File: src/rtl/servant_ram_arbiter_pkg.sv
// ---------------------------------------------------------------------------
// servant_arb_pkg
// Shared types and constants for the servant RAM arbiter and its
// round-robin picker.
//   arb_state_e     : arbiter FSM state (IDLE, BUSY)
//   GNT_*           : one-hot grant encodings (bit0 = CPU, bit1 = proc)
//   LAST_*          : encoding of the last-served requester
//   DEF_TIMEOUT     : default ack watchdog limit in cycles
//   DEF_ERR_DATA    : default read data returned on a timed-out access
// ---------------------------------------------------------------------------
package servant_arb_pkg;

   typedef enum logic {
      IDLE = 1'b0,
      BUSY = 1'b1
   } arb_state_e;

   localparam logic [1:0] GNT_NONE = 2'b00;
   localparam logic [1:0] GNT_CPU  = 2'b01;
   localparam logic [1:0] GNT_PROC = 2'b10;

   // Matches bit1 of the one-hot grant, so last can be taken from grant[1].
   localparam logic LAST_CPU  = 1'b0;
   localparam logic LAST_PROC = 1'b1;

   localparam int unsigned DEF_TIMEOUT  = 15;
   localparam logic [31:0] DEF_ERR_DATA = 32'hDEADBEEF;

endpackage

File: src/rtl/servant_ram_arbiter_rr.sv
// ---------------------------------------------------------------------------
// servant_arb_rr
// Two-input round-robin picker, purely combinational. Usable in front of
// any shared slave with a CPU-side and a proc-side requester.
//   req_i       : request vector, bit0 = CPU, bit1 = proc
//   last_i      : requester served last (LAST_CPU / LAST_PROC)
//   prio_proc_i : when set, proc wins every tie regardless of last_i
//   win_o       : one-hot winner, zero when nobody requests
// ---------------------------------------------------------------------------
module servant_arb_rr
   import servant_arb_pkg::*;
(
   input  logic [1:0] req_i,
   input  logic       last_i,
   input  logic       prio_proc_i,
   output logic [1:0] win_o
);

   always_comb begin
      win_o = req_i;
      // Tie: the side that was not served last wins, unless proc has priority.
      if (req_i == 2'b11) begin
         win_o = (prio_proc_i || (last_i == LAST_CPU)) ? GNT_PROC : GNT_CPU;
      end
   end

endmodule

File: src/rtl/servant_ram_arbiter.sv
// ---------------------------------------------------------------------------
// servant_ram_arbiter
// Shares the single-port servant RAM between the CPU memory bus and the
// external processor/debug bus. One transaction at a time, registered grant,
// an IDLE cycle between transactions, and an ack watchdog that completes a
// stuck access with ERR_DATA and raises a sticky timeout flag.
//
// Ports:
//   wb_clk, wb_rst          : clock, synchronous active-high reset
//   i_wb_cpu_*  / o_wb_cpu_*  : CPU Wishbone master side (request = cyc)
//   i_wb_proc_* / o_wb_proc_* : proc Wishbone master side (request = stb)
//   o_wb_mem_*  / i_wb_mem_*  : RAM slave side, word address [AW-1:2]
//   o_grant                 : registered one-hot owner (bit0 CPU, bit1 proc)
//   o_timeout               : sticky, set on any watchdog expiry
//
// Build option: SERVANT_ARB_PROC_PRIORITY_EN selects fixed proc priority on
// ties (CPU may starve); otherwise ties are round-robin.
// ---------------------------------------------------------------------------
module servant_ram_arbiter
   import servant_arb_pkg::*;
#(
   parameter int unsigned AW       = 13,
   parameter int unsigned TIMEOUT  = DEF_TIMEOUT,
   parameter logic [31:0] ERR_DATA = DEF_ERR_DATA
) (
   input  logic          wb_clk,
   input  logic          wb_rst,
   input  logic [31:0]   i_wb_cpu_adr,
   input  logic [31:0]   i_wb_cpu_dat,
   input  logic [3:0]    i_wb_cpu_sel,
   input  logic          i_wb_cpu_we,
   input  logic          i_wb_cpu_cyc,
   output logic [31:0]   o_wb_cpu_rdt,
   output logic          o_wb_cpu_ack,
   input  logic [31:0]   i_wb_proc_adr,
   input  logic [31:0]   i_wb_proc_dat,
   input  logic [3:0]    i_wb_proc_sel,
   input  logic          i_wb_proc_we,
   input  logic          i_wb_proc_stb,
   output logic [31:0]   o_wb_proc_rdt,
   output logic          o_wb_proc_ack,
   output logic [AW-3:0] o_wb_mem_adr,
   output logic [31:0]   o_wb_mem_dat,
   output logic [3:0]    o_wb_mem_sel,
   output logic          o_wb_mem_we,
   output logic          o_wb_mem_cyc,
   input  logic [31:0]   i_wb_mem_rdt,
   input  logic          i_wb_mem_ack,
   output logic [1:0]    o_grant,
   output logic          o_timeout
);

   localparam logic [7:0] WD_LIMIT = 8'(TIMEOUT);

`ifdef SERVANT_ARB_PROC_PRIORITY_EN
   localparam logic PRIO_PROC = 1'b1;
`else
   localparam logic PRIO_PROC = 1'b0;
`endif

   arb_state_e  state_q;
   logic [1:0]  grant_q;
   logic        last_q;
   logic [7:0]  wd_q;
   logic        timeout_q;

   logic [1:0]  req;
   logic [1:0]  win_d;
   logic        busy;
   logic        wd_exp;
   logic        done;
   logic [31:0] ack_rdt;

   // Byte offset and bits above the RAM size are not decoded.
   logic        unused_adr_bits;
   assign unused_adr_bits = ^{i_wb_cpu_adr[31:AW], i_wb_cpu_adr[1:0],
                              i_wb_proc_adr[31:AW], i_wb_proc_adr[1:0]};

   assign req = {i_wb_proc_stb, i_wb_cpu_cyc};

   servant_arb_rr u_rr (
      .req_i       (req),
      .last_i      (last_q),
      .prio_proc_i (PRIO_PROC),
      .win_o       (win_d)
   );

   assign busy   = (state_q == BUSY);
   // A real RAM ack in the limit cycle takes precedence over the watchdog.
   assign wd_exp = busy && (wd_q == WD_LIMIT) && !i_wb_mem_ack;
   // Reset in the completing cycle aborts the access without an ack.
   assign done   = busy && (i_wb_mem_ack || wd_exp) && !wb_rst;
   assign ack_rdt = wd_exp ? ERR_DATA : i_wb_mem_rdt;

   assign o_wb_cpu_ack  = done && grant_q[0];
   assign o_wb_proc_ack = done && grant_q[1];
   assign o_wb_cpu_rdt  = grant_q[0] ? ack_rdt : '0;
   assign o_wb_proc_rdt = grant_q[1] ? ack_rdt : '0;

   assign o_wb_mem_cyc = busy;
   assign o_grant      = grant_q;
   assign o_timeout    = timeout_q;

   // Request mux steered by the registered grant, zero when idle.
   always_comb begin
      o_wb_mem_adr = '0;
      o_wb_mem_dat = '0;
      o_wb_mem_sel = '0;
      o_wb_mem_we  = 1'b0;
      case (grant_q)
         GNT_CPU: begin
            o_wb_mem_adr = i_wb_cpu_adr[AW-1:2];
            o_wb_mem_dat = i_wb_cpu_dat;
            o_wb_mem_sel = i_wb_cpu_sel;
            o_wb_mem_we  = i_wb_cpu_we;
         end
         GNT_PROC: begin
            o_wb_mem_adr = i_wb_proc_adr[AW-1:2];
            o_wb_mem_dat = i_wb_proc_dat;
            o_wb_mem_sel = i_wb_proc_sel;
            o_wb_mem_we  = i_wb_proc_we;
         end
         default: ;
      endcase
   end

   always_ff @(posedge wb_clk) begin
      if (wb_rst) begin
         state_q   <= IDLE;
         grant_q   <= GNT_NONE;
         last_q    <= LAST_PROC;
         wd_q      <= '0;
         timeout_q <= 1'b0;
      end else begin
         case (state_q)
            IDLE: begin
               if (|req) begin
                  state_q <= BUSY;
                  grant_q <= win_d;
                  wd_q    <= '0;
               end
            end
            BUSY: begin
               if (wd_q != 8'hFF) wd_q <= wd_q + 8'd1;
               if (wd_exp) timeout_q <= 1'b1;
               // Completion always passes through IDLE, so the RAM never
               // sees cyc held across an ack.
               if (done) begin
                  state_q <= IDLE;
                  grant_q <= GNT_NONE;
                  last_q  <= grant_q[1];
               end
            end
            default: state_q <= IDLE;
         endcase
      end
   end

endmodule

File: config.mk
export PLATFORM = sky130hd
export DESIGN_NAME = servant_ram_arbiter
export DESIGN_NICKNAME = d
export VERILOG_FILES = /design/src/rtl/servant_ram_arbiter_pkg.sv /design/src/rtl/servant_ram_arbiter_rr.sv /design/src/rtl/servant_ram_arbiter.sv
export SDC_FILE = /design/constraint.sdc
export NUM_CORES = 1
export LEC_CHECK = 0
export BUFFER_PORTS_ARGS = -buffer_cell sky130_fd_sc_hd__buf_2
export CAP_MARGIN = 20
export CELL_PAD_IN_SITES_DETAIL_PLACEMENT = 0
export CELL_PAD_IN_SITES_GLOBAL_PLACEMENT = 1
export CORE_AREA = 2 2 113 115
export DETAILED_ROUTE_END_ITERATION = 16
export DIE_AREA = 0 0 115 117
export PLACE_DENSITY = 0.84
export SLEW_MARGIN = 10
export SYNTH_ARGS = -nofsm -noshare
export SYNTH_HDL_FRONTEND = slang
export SYNTH_SLANG_ARGS = --single-unit
File: constraint.sdc
create_clock -name wb_clk -period 6.2 [get_ports wb_clk]
set_clock_uncertainty 0.2 [all_clocks]
set_input_delay 1.24 -clock wb_clk [delete_from_list [all_inputs] [get_ports wb_clk]]
set_output_delay 1.24 -clock wb_clk [all_outputs]
set_load 0.05 [all_outputs]
==> run_results.csv <==
group,metric,value,unit
sta,rsz0062_at_grt,"no",
critical_path,required,4.76,ns
clock_tree,cts_sinks,13,
routing,drtIter0Drc,152,
clock_tree,insertion_delay,0.24,ns
critical_path,rrSetupSlack,4.04,ns
synth,syn-mean-instance-area,5.94,µm²
sta,fmax,0.240,GHz
clock_tree,tritoncts,"yes",
floorplanning,dieArea,0.0135,mm²
sta,timing.hold.ws,0.264,ns
routing,drt-vias-per-instance,4.30,
layout,area_delta_synth_final,83.3,%
synth,synth.distinct_cells,41,
synth,ys.warnings.count,0,
routing,wl_per_cell,13.8,µm
layout,regArea,260,µm²
floorplanning,start_util,13.9,%
layout,final_common_cell,"buf_2",
layout,layout_common_cells,"buf_2, nor2_1, a22oi_1",
sta,tightest_slew,0.977,ns
power_and_ir_drop,p_leak,1.79,nW
clock_tree,path_clk_slew,0.04,ns
layout,drive_above_1_share,52.0,%
routing,ant_nets,0,
placement,io_buffer_count,250,
run,cap_viol_max_count,0,
critical_path,arrival,2.73,ns
routing,routed_wl,9210,µm
clock_tree,hold_buffers,0,
clock_tree,cts_resized,0,
clock_tree,cts_made_buffers,3,
critical_path,cpMaxStageDelayCell,"nor3_4",
synth,ys_seq_area_share,15.2,%
power_and_ir_drop,power_density,150,mW/mm²
placement,dp.cells,665,
floorplanning,core,0.0123,mm²
global_routing,grtUsageTotal,11.8,%
layout,layoutNonFillerInstCount,669,
routing,post-route-drc-count,0,
global_routing,grt_pass1_wl,12600,µm
hold_path,hp-class,"register to register",
global_routing,grt_pass1_vias,2356,
sta,min_period,4.17,ns
layout,fillCellCount,1413,
sta,slew_viol_final,0,
clock_tree,post-cts-setup-buffers,0,
floorplanning,num_rows,41,
floorplanning,die_w,115,µm
sta,setup_viol,0,
placement,post-place-ws,2.03,ns
sta,slew-limit-headroom,34.6,%
synth,syn_inst,289,
clock_tree,htreeDepth,1,
global_routing,antenna_found_initial,1,
global_routing,grt_max_degree,49,
clock_tree,cts_buffer_depth,2,
synth,syn_area,0.00172,mm²
critical_path,cp-end-kind,"output port",
placement,post-dp-hpwl,7310,µm
power_and_ir_drop,vdd_ir_drop_max,0.153,mV
sta,period_share,67.2,%
routing,vias,2880,
critical_path,crit_path_start_kind,"input pin",
critical_path,crit_chain,"buf_2 > nor3_4 > nor2_1 > nor2_1 > buf_2",
placement,dpl_cell_area,0.00307,mm²
critical_path,path_class,"input pin to output port",
floorplanning,die_y,117,µm
synth,synth_seq_cells,13,
layout,final_nets,698,
sta,tns,0,ns
critical_path,max_stage_delay,0.81,ns
layout,n_antenna_cell,0,
placement,gp_congestion,0.776,
critical_path,critPathMaxFanout,25,
sta,hold_viol,0,
routing,first_pass_iters,4,
sta,timing.final.ws_setup,2.03,ns
global_routing,overflow,0,
synth,synth_fp_nets,467,
layout,multi_input_area,0.00134,mm²
floorplanning,ioPinCount,293,
clock_tree,cts_root_buf,"clkbuf_16",
layout,postLayoutCellArea,0.00315,mm²
status,status,"complete, no violations",
[logic make-up after synthesis]
| logic type | Yosys count | share of synthesized area (%) |
|---|---|---|
| AO/OA/AOI/OAI | 67 | 28.9 |
| adder cells (fa/ha/maj) | 3 | 2.19 |
| flip-flops | 13 | 15.2 |
| multiplexers | 2 | 1.24 |
| AND/OR/NAND/NOR | 171 | 43.9 |
| XOR/XNOR | 3 | 1.53 |
| buffers and inverters | 30 | 7.14 |
[cells in the mapped netlist]
| cell type | number | area, µm² |
|---|---|---|
| or3_1 | 1 | 6.26 |
| a22o_1 | 1 | 8.76 |
| o211a_1 | 1 | 10.0 |
| nor3_1 | 2 | 10.0 |
| a22oi_1 | 48 | 360 |
| and3_1 | 10 | 62.6 |
| o21bai_1 | 1 | 7.51 |
| inv_1 | 2 | 7.51 |
| and3b_1 | 1 | 8.76 |
| o2111ai_1 | 2 | 17.5 |
| nor2b_1 | 1 | 6.26 |
| a31oi_1 | 1 | 6.26 |
| nand3_1 | 4 | 20.0 |
| mux2i_1 | 1 | 10.0 |
| nand2b_1 | 1 | 6.26 |
| a21boi_0 | 1 | 7.51 |
| nand4_1 | 2 | 12.5 |
| o21a_1 | 1 | 7.51 |
| nand2_1 | 4 | 15.0 |
| dfxtp_1 | 13 | 260 |
| a21o_1 | 1 | 7.51 |
| xnor2_1 | 1 | 8.76 |
| or2_2 | 1 | 6.26 |
| buf_2 | 2 | 10.0 |
| nor2_1 | 133 | 499 |
| mux2_2 | 1 | 11.3 |
| and4_1 | 1 | 8.76 |
| nor3_4 | 1 | 16.3 |
| clkinv_1 | 2 | 7.51 |
| buf_1 | 5 | 18.8 |
| a311oi_1 | 2 | 17.5 |
| o21ba_2 | 1 | 10.0 |
| and3_2 | 7 | 52.6 |
| buf_6 | 1 | 11.3 |
| clkbuf_1 | 18 | 67.6 |
| ha_1 | 3 | 37.5 |
| o21ai_0 | 4 | 20.0 |
| a21oi_1 | 3 | 15.0 |
| xor2_1 | 2 | 17.5 |
| or4_4 | 1 | 11.3 |
| or3_4 | 1 | 11.3 |
[sequential cells by signal, indices dropped and copies added, names as in the netlist]
name / cells
wd_q: 8
o_grant: 2
last_q: 1
o_timeout: 1
o_wb_mem_cyc: 1
[area by class of cell]
| cell class | count | share of cell area [%] |
|---|---|---|
| clock buffers | 4 | 2.50 |
| inverters | 4 | 0.477 |
| multi-input cells | 246 | 42.5 |
| flip-flops and latches | 13 | 8.27 |
| well taps | 150 | 5.96 |
| repair buffers | 252 | 40.2 |
[power breakdown]
group / switching (W) / leakage, nW / total, W / internal [W]
clock: 0.0000360 / 0.0382 / 0.000123 / 0.0000867
combinational: 0.000181 / 1.65 / 0.000257 / 0.0000763
sequential: 0.00000606 / 0.106 / 0.0000926 / 0.0000866
total: 0.000223 / 1.79 / 0.000472 / 0.000250
[routing by layer]
layer / part of all wire [%] / vias to the layer above / global-route usage (%)
li1: - / 1468 / -
met1: 43 / 1280 / 14.8
met2: 48 / 130 / 21.3
met3: 8.9 / 2 / 2.99
met4: 0.17 / 0 / 0.964
met5: 0 / - / 0
[worst paths after layout]
path,cells past startpoint,endpoint,from
worst min register to register,2,o_timeout$_SDFFE_PP0P_,o_timeout$_SDFFE_PP0P_
worst min-delay path,2,o_timeout$_SDFFE_PP0P_,o_timeout$_SDFFE_PP0P_
worst max register to register,4,o_timeout$_SDFFE_PP0P_,o_wb_mem_cyc$_SDFF_PP0_
worst max-delay path,5,o_wb_cpu_rdt[31],i_wb_mem_ack
[per-stage QoR]
| step | util (%) | power (W) |
|---|---|---|
| 2_1_floorplan | - | 0.000264 |
| 3_3_place_gp | 24.9 | 0.000353 |
| 3_5_place_dp | 24.9 | 0.000353 |
| 4_1_cts | 25.6 | 0.000478 |
| 5_1_grt | 25.6 | 0.000502 |
| 6_report | 25.6 | 0.000472 |
[worst max-delay path: cells and delay by family]
family / cells / cell delay [ns]
AND/OR/NAND/NOR: 3 / 1.07
buffers and inverters: 2 / 0.41
Power figures use the tool's default switching activity.
